[src/rtl/tetris_pkg.sv]
// tetris_pkg: shared board defaults, FSM state encoding, rotation directions and popcount.
package tetris_pkg;
    localparam int ROWS_DEF = 12;
    localparam int COLS_DEF = 12;
    localparam logic DIR_CW = 1'b0;
    localparam logic DIR_CCW = 1'b1;
    typedef enum logic [1:0] {IDLE, MAP, CHECK} state_t;
    // Rows wider than 64 columns are not supported.
    function automatic logic [6:0] popcount(input logic [63:0] v);
        popcount = '0;
        for (int i = 0; i < 64; i++) popcount += 7'(v[i]);
    endfunction
endpackage

[src/rtl/piece_rotator_if.sv]
// piece_rotator_if: request/result bundle between the game-control FSM and the piece rotator.
interface piece_rotator_if #(
    parameter int ROWS = tetris_pkg::ROWS_DEF,
    parameter int COLS = tetris_pkg::COLS_DEF,
    parameter int PT_W = 10
);
    logic start;
    logic dir;
    logic [PT_W-1:0] centralPoint;
    logic [ROWS*COLS-1:0] backGround;
    logic [ROWS*COLS-1:0] currentSqs;
    logic busy;
    logic done;
    logic canRotate;
    logic [ROWS*COLS-1:0] newSqs;
    logic [1:0] kickOffset;
    modport master (output start, dir, centralPoint, backGround, currentSqs,
                    input busy, done, canRotate, newSqs, kickOffset);
    modport slave (input start, dir, centralPoint, backGround, currentSqs,
                   output busy, done, canRotate, newSqs, kickOffset);
endinterface

[src/rtl/rot_row_mapper.sv]
// rot_row_mapper: builds one destination row of the rotated piece by inverse-mapping each column to its source cell.
module rot_row_mapper import tetris_pkg::*; #(
    parameter int ROWS = ROWS_DEF,
    parameter int COLS = COLS_DEF,
    parameter int PT_W = 10
) (
    input  logic dir,
    input  logic [PT_W-1:0] rx,
    input  logic [PT_W-1:0] ry,
    input  logic signed [1:0] k,
    input  logic [PT_W-1:0] row,
    input  logic [ROWS*COLS-1:0] srcSqs,
    output logic [COLS-1:0] dstRow
);
    localparam int W = PT_W + 2;
    localparam int IW = $clog2(ROWS * COLS);
    logic signed [W-1:0] dx, dy, sr, sc;
    logic [IW-1:0] idx;
    always_comb begin
        dstRow = '0;
        dy = '0;
        sr = '0;
        sc = '0;
        idx = '0;
        dx = $signed({2'b00, row}) - $signed({2'b00, rx});
        for (int c = 0; c < COLS; c++) begin
            dy = W'(c) - W'(k) - $signed({2'b00, ry});
            sc = (dir == DIR_CW) ? $signed({2'b00, ry}) + dx : $signed({2'b00, ry}) - dx;
            sr = (dir == DIR_CW) ? $signed({2'b00, rx}) - dy : $signed({2'b00, rx}) + dy;
            idx = IW'(sr * COLS + sc);
            // Sources off the board read as empty, so lost cells show up as a count deficit.
            dstRow[c] = !sr[W-1] && !sc[W-1] && sr < W'(ROWS) && sc < W'(COLS) && srcSqs[idx];
        end
    end
endmodule

[src/rtl/piece_rotator.sv]
// piece_rotator: multi-cycle rotation of the active piece about a pivot with collision/off-board rejection.
// Defining WALL_KICK_EN retries a rejected rotation with column kicks of -1 then +1.
module piece_rotator import tetris_pkg::*; #(
    parameter int ROWS = ROWS_DEF,
    parameter int COLS = COLS_DEF,
    parameter int PT_W = 10
) (
    input logic clk,
    input logic resetn,
    piece_rotator_if.slave bus
);
    localparam int N = ROWS * COLS;
    localparam int IW = $clog2(N);
    localparam int CW = $clog2(N + 1);
`ifdef WALL_KICK_EN
    localparam bit KICK_EN = 1'b1;
`else
    localparam bit KICK_EN = 1'b0;
`endif
    state_t state;
    logic dirL, overlap, badPivot, ok;
    logic [PT_W-1:0] cpL, rowIdx, rx, ry;
    logic [N-1:0] bgL, srcL, image;
    logic [CW-1:0] cntNew, cntOld;
    logic signed [1:0] kick;
    logic [COLS-1:0] mapped;
    logic [IW-1:0] base;
    assign rx = PT_W'(cpL / COLS);
    assign ry = PT_W'(cpL % COLS);
    assign base = IW'(rowIdx * COLS);
    assign badPivot = cpL >= PT_W'(N);
    assign ok = !badPivot && !overlap && cntNew == cntOld;
    rot_row_mapper #(.ROWS(ROWS), .COLS(COLS), .PT_W(PT_W)) mapper (
        .dir(dirL), .rx(rx), .ry(ry), .k(kick), .row(rowIdx), .srcSqs(srcL), .dstRow(mapped)
    );
    always_ff @(posedge clk or negedge resetn) begin
        if (!resetn) begin
            state <= IDLE;
            bus.busy <= 1'b0;
            bus.done <= 1'b0;
            bus.canRotate <= 1'b0;
            bus.newSqs <= '0;
            bus.kickOffset <= '0;
            dirL <= 1'b0;
            cpL <= '0;
            bgL <= '0;
            srcL <= '0;
            image <= '0;
            rowIdx <= '0;
            overlap <= 1'b0;
            cntNew <= '0;
            cntOld <= '0;
            kick <= '0;
        end else begin
            bus.done <= 1'b0;
            case (state)
                IDLE: if (bus.start && !bus.done) begin
                    dirL <= bus.dir;
                    cpL <= bus.centralPoint;
                    bgL <= bus.backGround;
                    srcL <= bus.currentSqs;
                    rowIdx <= '0;
                    overlap <= 1'b0;
                    cntNew <= '0;
                    cntOld <= '0;
                    kick <= '0;
                    bus.busy <= 1'b1;
                    state <= (bus.centralPoint >= PT_W'(N)) ? CHECK : MAP;
                end
                MAP: begin
                    image[base +: COLS] <= mapped;
                    overlap <= overlap | (|(mapped & bgL[base +: COLS]));
                    cntNew <= cntNew + CW'(popcount(64'(mapped)));
                    cntOld <= cntOld + CW'(popcount(64'(srcL[base +: COLS])));
                    rowIdx <= rowIdx + 1'b1;
                    if (rowIdx == PT_W'(ROWS - 1)) state <= CHECK;
                end
                CHECK: if (KICK_EN && !ok && !badPivot && kick != 2'sd1) begin
                    // Kick order is 0, -1, +1.
                    kick <= (kick == 2'sd0) ? -2'sd1 : 2'sd1;
                    rowIdx <= '0;
                    overlap <= 1'b0;
                    cntNew <= '0;
                    cntOld <= '0;
                    state <= MAP;
                end else begin
                    bus.busy <= 1'b0;
                    bus.done <= 1'b1;
                    bus.canRotate <= ok;
                    bus.newSqs <= ok ? image : srcL;
                    bus.kickOffset <= ok ? kick : 2'sd0;
                    state <= IDLE;
                end
                default: state <= IDLE;
            endcase
        end
    end
endmodule

[src/flat_wrapper.sv]
// flat-port wrapper written by rule: the top's interface ports become plain ports
module piece_rotator_flat import tetris_pkg::*;
#(
    parameter int ROWS = ROWS_DEF,
    parameter int COLS = COLS_DEF,
    parameter int PT_W = 10
)
  (clk, resetn, bus_start, bus_dir, bus_centralPoint, bus_backGround, bus_currentSqs, bus_busy, bus_done, bus_canRotate, bus_newSqs, bus_kickOffset);
  piece_rotator_if #(.ROWS(ROWS), .COLS(COLS), .PT_W(PT_W)) bus_i ();
  input logic clk;
  input logic resetn;
  input wire logic [$bits(bus_i.start)-1:0] bus_start;
  input wire logic [$bits(bus_i.dir)-1:0] bus_dir;
  input wire logic [$bits(bus_i.centralPoint)-1:0] bus_centralPoint;
  input wire logic [$bits(bus_i.backGround)-1:0] bus_backGround;
  input wire logic [$bits(bus_i.currentSqs)-1:0] bus_currentSqs;
  output wire logic [$bits(bus_i.busy)-1:0] bus_busy;
  output wire logic [$bits(bus_i.done)-1:0] bus_done;
  output wire logic [$bits(bus_i.canRotate)-1:0] bus_canRotate;
  output wire logic [$bits(bus_i.newSqs)-1:0] bus_newSqs;
  output wire logic [$bits(bus_i.kickOffset)-1:0] bus_kickOffset;
  assign bus_i.start = bus_start;
  assign bus_i.dir = bus_dir;
  assign bus_i.centralPoint = bus_centralPoint;
  assign bus_i.backGround = bus_backGround;
  assign bus_i.currentSqs = bus_currentSqs;
  assign bus_busy = bus_i.busy;
  assign bus_done = bus_i.done;
  assign bus_canRotate = bus_i.canRotate;
  assign bus_newSqs = bus_i.newSqs;
  assign bus_kickOffset = bus_i.kickOffset;
  piece_rotator #(.ROWS(ROWS), .COLS(COLS), .PT_W(PT_W)) u_core (.clk(clk), .resetn(resetn), .bus(bus_i));
endmodule
[config.mk]
export PLATFORM = sky130hd
export DESIGN_NAME = piece_rotator_flat
export DESIGN_NICKNAME = d
export VERILOG_FILES = /design/src/rtl/tetris_pkg.sv /design/src/rtl/piece_rotator_if.sv /design/src/rtl/rot_row_mapper.sv /design/src/rtl/piece_rotator.sv /design/src/flat_wrapper.sv
export SDC_FILE = /design/constraint.sdc
export NUM_CORES = 2
export LEC_CHECK = 0
export CELL_PAD_IN_SITES_DETAIL_PLACEMENT = 0
export CELL_PAD_IN_SITES_GLOBAL_PLACEMENT = 1
export CORE_MARGIN = 2
export CORE_UTILIZATION = 36
export CTS_CLUSTER_DIAMETER = 80
export CTS_CLUSTER_SIZE = 16
export DETAILED_ROUTE_END_ITERATION = 10
export PLACE_DENSITY_LB_ADDON = 0.1
export REMOVE_ABC_BUFFERS = 1
export SETUP_SLACK_MARGIN = 0.4
export SLEW_MARGIN = 25
export SYNTH_ARGS = -nofsm -noshare
export SYNTH_HDL_FRONTEND = slang
export SYNTH_SLANG_ARGS = --single-unit
export TNS_END_PERCENT = 30
[constraint.sdc]
create_clock -name clk -period 15.7 [get_ports clk]
set_input_delay 3.14 -clock clk [delete_from_list [all_inputs] [get_ports clk]]
set_output_delay 3.14 -clock clk [all_outputs]
set_load 0.1 [all_outputs]
==> flow_metrics.tcl <==
set metrics [dict create \
    fin_util_pct 42.2 \
    postCtsSetupBuffers 0 \
    grt_overflow 0 \
    dp_hpwl_mm 170 \
    crit_type "register to register" \
    first_pass_iters 9 \
    critPathTopFamily "adder cells" \
    place_area_um2 57300 \
    clock_path_buffers 3 \
    area_growth_pct 16.4 \
    clock-sinks 619 \
    syn_avg_cell_area_um2 9.31 \
    synth_edf_count 0 \
    design.core.area_um2 140000 \
    rsz0062_at_grt "no" \
    rows 137 \
    cts_buffers 53 \
    worst_pin_slew_ns 1.19 \
    crit_top_cell "fa_1" \
    hold_viol 0 \
    synthArstFlopShare_pct 100 \
    nets 6336 \
    yosysTopAreaCellShare_pct 30.6 \
    crit_fanout 20 \
    required_ns 16.27 \
    status "finished clean" \
    design_area_um2 58900 \
    hold_class "register to register" \
    netlist.top_cell.by_area "dfrtp_1" \
    dieWidth_um 379 \
    crit_slowest_cell "dfrtp_1" \
    wl_mm 221 \
    synth_ff_type "dfrtp_1" \
    slowest_delay_ns 0.76 \
    post_synth_main_area_contributors "dfrtp_1 31%, mux4_2 12%, nand2_1 9.4%, ha_1 6.2%, mux2i_1 5.4%" \
    cts_tree "built" \
    grt_max_degree 181 \
    fin_crit_sh_pct 88.4 \
    cts_root_buffer "clkbuf_16" \
    synth_area_um2 50600 \
    gp_congestion 0.995 \
    via_per_inst 5.91 \
    yosysWarnings 0 \
    cap_violations 0 \
    antenna_found_initial 17 \
    finalSetupViolations 0 \
    clk_pin_slew_ns 0.07 \
    crit_buf_inv 4 \
    ys_ff_latch 619 \
    start_kind "register" \
    final_antenna_net_count 0 \
    cts_hold_buffers 0 \
    slew_violations 0 \
    dr_total_vias 45200 \
    grt_usage_pct 30.4 \
    fin_crit_ns 13.87 \
    wl_per_cell_um 28.9 \
    yosysSeqAreaShare_pct 30.6 \
    io_buffers 448 \
    drtIter0Drc 4241 \
    initial_core_util_pct 36.2 \
    dieHeight_um 379 \
    io_pins 451 \
    grt_pass1_wl_mm 319 \
    max-slew-margin-rel_pct 20.6 \
    drive_gt1_share_pct 13.0 \
    r2r_slack_ns 1.83 \
    clock_skew_ns 0.0423 \
    yosysUniqueCellTypes 143 \
    dieArea_um2 143000 \
    drcViolationCount 0 \
    clk_latency_ns 0.70 \
    max_freq_mhz 72.1 \
    fin_setup_tns_ns 0 \
    htreeDepth 2 \
    synthCells 5433 \
    grt_pass1_vias 44600 \
    critical_path_arrival_ns 14.44 \
    critical_path.endpoint_type "register" \
    ctsResizeCount 0 \
]
==> metal layers <==
| metal | vias to the layer above | wire length (µm) | GRT usage, % |
|---|---|---|---|
| met5 | - | 97 | 0 |
| met4 | 14 | 8440 | 10.2 |
| met3 | 365 | 17800 | 5.68 |
| met2 | 1862 | 101000 | 48.2 |
| met1 | 22700 | 93900 | 41.6 |
| li1 | 20300 | - | - |
==> worst paths after layout <==
kind                                       from               endpoint  cells after the start
min reg2reg                u_core.bus.canRotate   u_core.bus.canRotate                      2
max                               u_core.cpL[8]       u_core.cntNew[6]                     44
max reg2reg                       u_core.cpL[8]       u_core.cntNew[6]                     44
max in group asynchronous                resetn       u_core.srcL[121]                      4
min in group asynchronous                resetn  u_core.bus.newSqs[31]                      1
min                        u_core.bus.canRotate   u_core.bus.canRotate                      2
==> flip-flops by register name, indices dropped and copies added (netlist names) <==
signal,cells
u_core.bus.canRotate,1
u_core.cntOld,8
u_core.cpL,10
u_core.image,144
u_core.rowIdx,10
u_core.srcL,144
u_core.dirL,1
u_core.bus.busy,1
u_core.overlap,1
u_core.bus.done,1
u_core.bus.newSqs,144
u_core.cntNew,8
u_core.bgL,144
u_core.state,2
==> kinds of logic (layout without fill, tap and decap cells) <==
family	Yosys count	after routing	share of synthesized area (%)
xor gates and xnor gates	337	337	6.05
adders and majority gates	290	290	7.75
buffers and inverters	451	782	3.61
DFF	619	619	30.6
and+or+nand+nor	1983	1983	17.2
other	1	6	0.00742
AOI/OAI and AO/OA	1101	1101	14.8
muxes	651	651	20.0
==> final cells by class <==
cell class / count / area [µm²]
diodes: 4 / 10.0
clock buffers: 55 / 1330
clock inverters: 20 / 239
fillers: 14000 / 80700
inverters: 140 / 532
multi-input cells: 4364 / 33500
flip-flops and latches: 619 / 15500
well taps: 1876 / 2350
repair buffers: 567 / 5390
==> cell usage after synthesis, types with 15 or more instances <==
| master | number |
|---|---|
| mux2_2 | 101 |
| ha_1 | 250 |
| o22ai_1 | 19 |
| a21o_1 | 72 |
| o21ai_0 | 285 |
| clkbuf_1 | 224 |
| o21a_1 | 30 |
| nand2_1 | 1268 |
| and3_1 | 30 |
| or2_2 | 19 |
| a21oi_1 | 244 |
| nor2b_1 | 37 |
| a31oi_1 | 51 |
| xnor2_1 | 232 |
| nor2_1 | 220 |
| o31ai_1 | 24 |
| nor3_1 | 80 |
| a22oi_1 | 24 |
| a211oi_1 | 26 |
| nand3_1 | 112 |
| mux4_2 | 275 |
| o211ai_1 | 34 |
| xor2_1 | 95 |
| inv_1 | 129 |
| fa_1 | 39 |
| nor4_1 | 31 |
| buf_1 | 52 |
| a221oi_1 | 19 |
| nand2b_1 | 30 |
| dfrtp_1 | 619 |
| or3_1 | 21 |
| buf_2 | 15 |
| mux2i_1 | 272 |
| o21ai_1 | 21 |
| and2_1 | 19 |
| o21bai_1 | 26 |
| nand4_1 | 24 |
==> cells in the final DEF, fill, tap and decap left out, types with 34 or more instances in the layout <==
cell type,n
nand2_1,1268
dfrtp_1,617
clkdlybuf4s50_1,437
o21ai_0,283
mux4_2,275
mux2i_1,272
ha_1,247
a21oi_1,243
xnor2_1,230
nor2_1,215
inv_1,128
nand3_1,112
buf_4,112
mux2_2,101
xor2_1,91
nor3_1,78
a21o_1,72
clkbuf_16,53
a31oi_1,51
nor2b_1,37
fa_1,37
o211ai_1,34
==> tightest hold or removal path, delay by kind of cell (launching register included) <==
family,cells,cell delay [ns]
simple gates,2,0.10
flops,1,0.35
==> through the flow <==
stage          instances  setup WS (ns)  hold WS, ns
3_3_place_gp        7566           2.09        0.461
4_1_cts             7641           1.91        0.485
3_5_place_dp        7566           1.91        0.467
2_1_floorplan       5123         -10.84        0.441
5_1_grt             7641          0.926        0.511
6_report            7645           1.83        0.477
Power is not shown: default switching activity piles up to over one toggle a cycle in this logic, so the estimate is an artifact.
